<file path="src/rtl/pc_gen_pkg.sv">
// Shared core package for the fetch PC generator: FSM state encoding,
// the sequential fetch increment and the default boot address.
package pc_gen_pkg;

    typedef enum logic [1:0] {
        BOOT  = 2'd0,
        RUN   = 2'd1,
        FLUSH = 2'd2
    } pc_gen_state_t;

    localparam logic [63:0] PC_INC           = 64'd4;
    localparam logic [63:0] DEFAULT_RESET_PC = 64'h0000_0000_8000_0000;

endpackage

</file>
<file path="src/rtl/pc_gen.sv">
// Fetch program-counter generator.
// Holds the registered fetch address, advances it sequentially, and loads
// trap/branch targets, inserting FLUSH_CYCLES bubble cycles after each one.
// Optional feature macro: PC_GEN_MISALIGN_CHK_EN -- when defined, targets with
// nonzero bits[1:0] are force-aligned and misalign_o pulses for one cycle
// together with the pc update; otherwise targets load unmodified and
// misalign_o is tied low.
module pc_gen
    import pc_gen_pkg::*;
#(
    parameter logic [63:0] RESET_PC     = DEFAULT_RESET_PC,
    parameter int unsigned FLUSH_CYCLES = 1
) (
    input  logic        clk,
    input  logic        rst,
    input  logic        stall_i,
    input  logic        redirect_valid_i,
    input  logic [63:0] redirect_pc_i,
    input  logic        trap_valid_i,
    input  logic [63:0] trap_pc_i,
    output logic [63:0] pc,
    output logic        fetch_stall,
    output logic        fetch_bubble,
    output logic        misalign_o
);

    // Reload value for the 3-bit bubble counter (legal FLUSH_CYCLES is 1..7).
    localparam logic [2:0] FLUSH_INIT = FLUSH_CYCLES[2:0];

    pc_gen_state_t state_q, state_d;
    logic [63:0]   pc_q, pc_d;
    logic [2:0]    flush_cnt_q, flush_cnt_d;
    logic          take_target;
    logic [63:0]   target_pc;
    logic [63:0]   sel_pc;
`ifdef PC_GEN_MISALIGN_CHK_EN
    logic          misalign_q, misalign_d;
    logic          sel_misalign;
`endif

    // Next-state, next-pc and counter selection; trap beats redirect beats stall.
    always_comb begin
        state_d     = state_q;
        pc_d        = pc_q;
        flush_cnt_d = flush_cnt_q;
        take_target = 1'b0;
        target_pc   = trap_valid_i ? trap_pc_i : redirect_pc_i;
`ifdef PC_GEN_MISALIGN_CHK_EN
        sel_pc       = {target_pc[63:2], 2'b00};
        sel_misalign = |target_pc[1:0];
        misalign_d   = 1'b0;
`else
        sel_pc       = target_pc;
`endif

        case (state_q)
            // Boot holds the reset address for one cycle; redirects are ignored.
            BOOT: begin
                state_d = RUN;
            end
            RUN: begin
                if (trap_valid_i || redirect_valid_i) begin
                    take_target = 1'b1;
                end else if (!stall_i) begin
                    pc_d = pc_q + PC_INC;
                end
            end
            // Bubble cycles ignore stall; a fresh redirect restarts the count.
            FLUSH: begin
                if (trap_valid_i || redirect_valid_i) begin
                    take_target = 1'b1;
                end else begin
                    flush_cnt_d = flush_cnt_q - 3'd1;
                    if (flush_cnt_q == 3'd1) begin
                        state_d = RUN;
                    end
                end
            end
            default: begin
                state_d = BOOT;
            end
        endcase

        if (take_target) begin
            pc_d        = sel_pc;
            flush_cnt_d = FLUSH_INIT;
            state_d     = FLUSH;
`ifdef PC_GEN_MISALIGN_CHK_EN
            misalign_d  = sel_misalign;
`endif
        end
    end

    // State, pc and counter registers; reset discards everything immediately.
    always_ff @(posedge clk or posedge rst) begin
        if (rst) begin
            state_q     <= BOOT;
            pc_q        <= RESET_PC;
            flush_cnt_q <= 3'd0;
        end else begin
            state_q     <= state_d;
            pc_q        <= pc_d;
            flush_cnt_q <= flush_cnt_d;
        end
    end

`ifdef PC_GEN_MISALIGN_CHK_EN
    // Misalignment flag is registered so it lines up with the pc update.
    always_ff @(posedge clk or posedge rst) begin
        if (rst) begin
            misalign_q <= 1'b0;
        end else begin
            misalign_q <= misalign_d;
        end
    end

    assign misalign_o = misalign_q;
`else
    assign misalign_o = 1'b0;
`endif

    assign pc           = pc_q;
    assign fetch_bubble = trap_valid_i | redirect_valid_i | (state_q != RUN);
    assign fetch_stall  = stall_i & (state_q == RUN) & ~trap_valid_i & ~redirect_valid_i;

endmodule
</file>
<file path="config.mk">
export PLATFORM = sky130hd
export DESIGN_NAME = pc_gen
export DESIGN_NICKNAME = d
export VERILOG_FILES = /design/src/rtl/pc_gen_pkg.sv /design/src/rtl/pc_gen.sv
export SDC_FILE = /design/constraint.sdc
export NUM_CORES = 1
export LEC_CHECK = 0
export BUFFER_PORTS_ARGS = -buffer_cell sky130_fd_sc_hd__buf_2
export CORE_ASPECT_RATIO = 1.4
export CORE_MARGIN = 2
export CORE_UTILIZATION = 30
export CTS_CLUSTER_SIZE = 40
export DETAILED_ROUTE_END_ITERATION = 6
export HOLD_SLACK_MARGIN = 0.06
export PLACE_DENSITY_LB_ADDON = 0.15
export SLEW_MARGIN = 20
export SYNTH_ARGS = -nofsm -noshare
export SYNTH_HDL_FRONTEND = slang
export SYNTH_SLANG_ARGS = --single-unit
</file>
<file path="constraint.sdc">
create_clock -name clk -period 7.6 [get_ports clk]
set_clock_uncertainty 0.15 [all_clocks]
set_input_delay 0.38 -clock clk [delete_from_list [all_inputs] [get_ports clk]]
set_output_delay 0.38 -clock clk [all_outputs]
set_load 0.03 [all_outputs]
</file>
==> metrics.yaml <==
run_status: "complete, no violations"
grt_use_total_pct: 18.2
grt_start_max_net_pins: 73
area_growth_pct: 31.0
critical_path.max_stage_delay_ns: 0.69
slew_headroom_pct: 36.7
h-tree-depth: 3
routedWlPerCell_um: 16.7
irDropWorstVdd_uv: 172
grt-ovfl-total: 0
numClockSinks: 69
crit_path_start_kind: "input port"
die_y_um: 152
root_buffer: "clkbuf_16"
rsz0062_at_grt: "false"
final_common_cell: "buf_2"
die_area_um2: 16600
crit_arrival_ns: 3.66
fin_crit_ns: 3.56
grt_pass1_wl_mm: 23.6
crit_slowest_cell: "and4_1"
synth.distinct_cells: 42
crit_type: "input port to flop"
max-clock-path-buffers: 2
seq_area_frac_synth_pct: 37.0
clkTransAtPathRegs_ns: 0.06
netlist_area_um2: 4670
min_from: "trap_pc_i[17]"
fin_hold_ws_ns: 0.174
dp_hpwl_mm: 11.4
n_antenna_cell: 0
tritoncts: "yes"
setup.worst_path.start: "trap_valid_i"
core_area_um2: 15100
vias_per_cell: 5.30
yosysWarnings: 0
start_util_pct: 30.9
pre_cts_ws_ns: 3.68
r2r_start: "state_q[1]"
total_power_uw: 2580
final_util_pct: 40.4
fillers: 1579
crit_top_cell: "buf_4"
path_delay_family: "simple AND/OR/NAND/NOR gates"
path_cells: "buf_4 > buf_4 > nor4b_2 > and4_1 > nand3_1 > or4_1 > a31oi_1"
setup_violations: 0
path_max_fanout: 62
first_pass_iters: 4
drive_gt1_share_pct: 31.3
nets: 863
ctsResizeCount: 0
row_count: 53
crit_path_end_kind: "flop"
synth_nets: 683
fin_crit_sh_pct: 46.9
setup_slack_ns: 4.04
drv_cap: 0
syn_inst: 544
cp_num_buf_inv: 2
drt_iter0_drc: 196
ys.flop_type: "dfrtp_1"
ant_nets: 0
antenna_found_initial: 0
syn_area_per_cell_um2: 8.58
async_reset_ff_share_pct: 100
final_cell_mix: "buf_2, dfrtp_1, a211oi_1, nor2b_1, nand2_1"
worst_pin_slew_ns: 0.940
synth_edf_count: 0
power.density_nw_per_um2: 423
worst_skew_pair.late_latency_ns: 0.33
hold_violations: 0
numCtsBuffers: 9
fin_tns_setup_ns: 0
leakage_uw: 0.00252
fmax_mhz: 281
ys_ff_latch: 69
drcViolationCount: 0
required_ns: 7.70
port_buffers: 198
io_pins: 200
routed_wl_mm: 15.4
slew_viol_final: 0
grt_pass1_vias: 4731
die_width_um: 109
num_vias: 4882
ctsHoldBuffers: 0
hold_path_class: "input port to flop"
gp_congestion: 0.803
post-cts-setup-buffer-count: 0
-- path summary, 6_finish.rpt --
kind / end / slack (ns) / cells after the start
max in group asynchronous: pc[19] / 6.54 / 3
max reg2reg: pc[34] / 4.13 / 7
min: pc[17] / 0.17 / 3
min in group asynchronous: pc[58] / 0.18 / 3
min reg2reg: flush_cnt_q[2] / 0.35 / 1
max: pc[34] / 4.04 / 7
-- area by class of cell --
| class | instances | area, um2 | area share, % |
|---|---|---|---|
| inverters | 12 | 46.3 | 0.757 |
| well taps | 192 | 240 | 3.93 |
| multi-input cells | 429 | 2770 | 45.3 |
| flip-flops and latches | 69 | 1730 | 28.3 |
| clock buffers | 13 | 280 | 4.59 |
| clock inverters | 3 | 17.5 | 0.287 |
| repair buffers | 203 | 1030 | 16.9 |
-- synth_stat cells (all sizes together) (3+ instances only) --
library cell / count / area, um2
dfrtp: 68 / 1700
a211oi: 51 / 383
buf: 10 / 46.3
nor3: 8 / 40.0
o211ai: 7 / 52.6
nor2b: 48 / 300
nand4: 37 / 231
or4: 8 / 60.1
xor2: 21 / 184
xnor2: 7 / 61.3
nor4: 9 / 83.8
o31ai: 7 / 52.6
inv: 12 / 45.0
a31oi: 26 / 163
o21ai: 28 / 140
a21oi: 25 / 125
nand3: 22 / 115
a311oi: 3 / 26.3
ha: 6 / 75.1
nor2: 18 / 67.6
and3: 4 / 25.0
or3: 22 / 138
mux2i: 17 / 170
nand2: 42 / 158
clkbuf: 24 / 90.1
-- per-layer routing --
metal | part of all wire (%) | routed length (um) | global-route usage (%)
met5 | 0 | 0 | 0
met4 | 2.1 | 328 | 6.33
met3 | 4.7 | 716 | 2.74
met2 | 52 | 7930 | 33.1
met1 | 42 | 6380 | 21.4
-- worst register-to-register path: stages (launching register included) --
cell	delay, ns
dfrtp_1	0.38
inv_1	0.10
ha_1	0.27
nor4b_2	0.47
and4_1	0.69
nand3_1	0.52
or4_1	0.63
a31oi_1	0.18
-- state kept, by name (all words and copies together) (netlist names) --
| name | count |
|---|---|
| pc | 64 |
| flush_cnt_q | 3 |
| state_q | 2 |
-- logic make-up (layout without fill, tap and decap cells) --
kind of cell | count (synthesis) | in the layout | synth area share, %
AOI/OAI and AO/OA | 152 | 152 | 21.1
DFF | 69 | 69 | 37.0
xor gates and xnor gates | 28 | 28 | 5.25
buffers and inverters | 46 | 231 | 3.89
adders and majority gates | 6 | 6 | 1.61
muxes | 17 | 17 | 3.65
and+or+nand+nor | 225 | 225 | 27.4
other | 1 | 1 | 0.0804
-- through the flow --
stage	std cells	area (um2)
CTS	921	6110
finish	921	6110
global route	921	6110
detailed placement	905	5810
global placement	905	5810
floorplan	544	4670
-- power by group --
part | switching (uW) | internal (uW) | total, uW
combinational | 906 | 433 | 1340
sequential | 266 | 562 | 828
clock | 161 | 256 | 417
(Power assumes the default switching activity.)
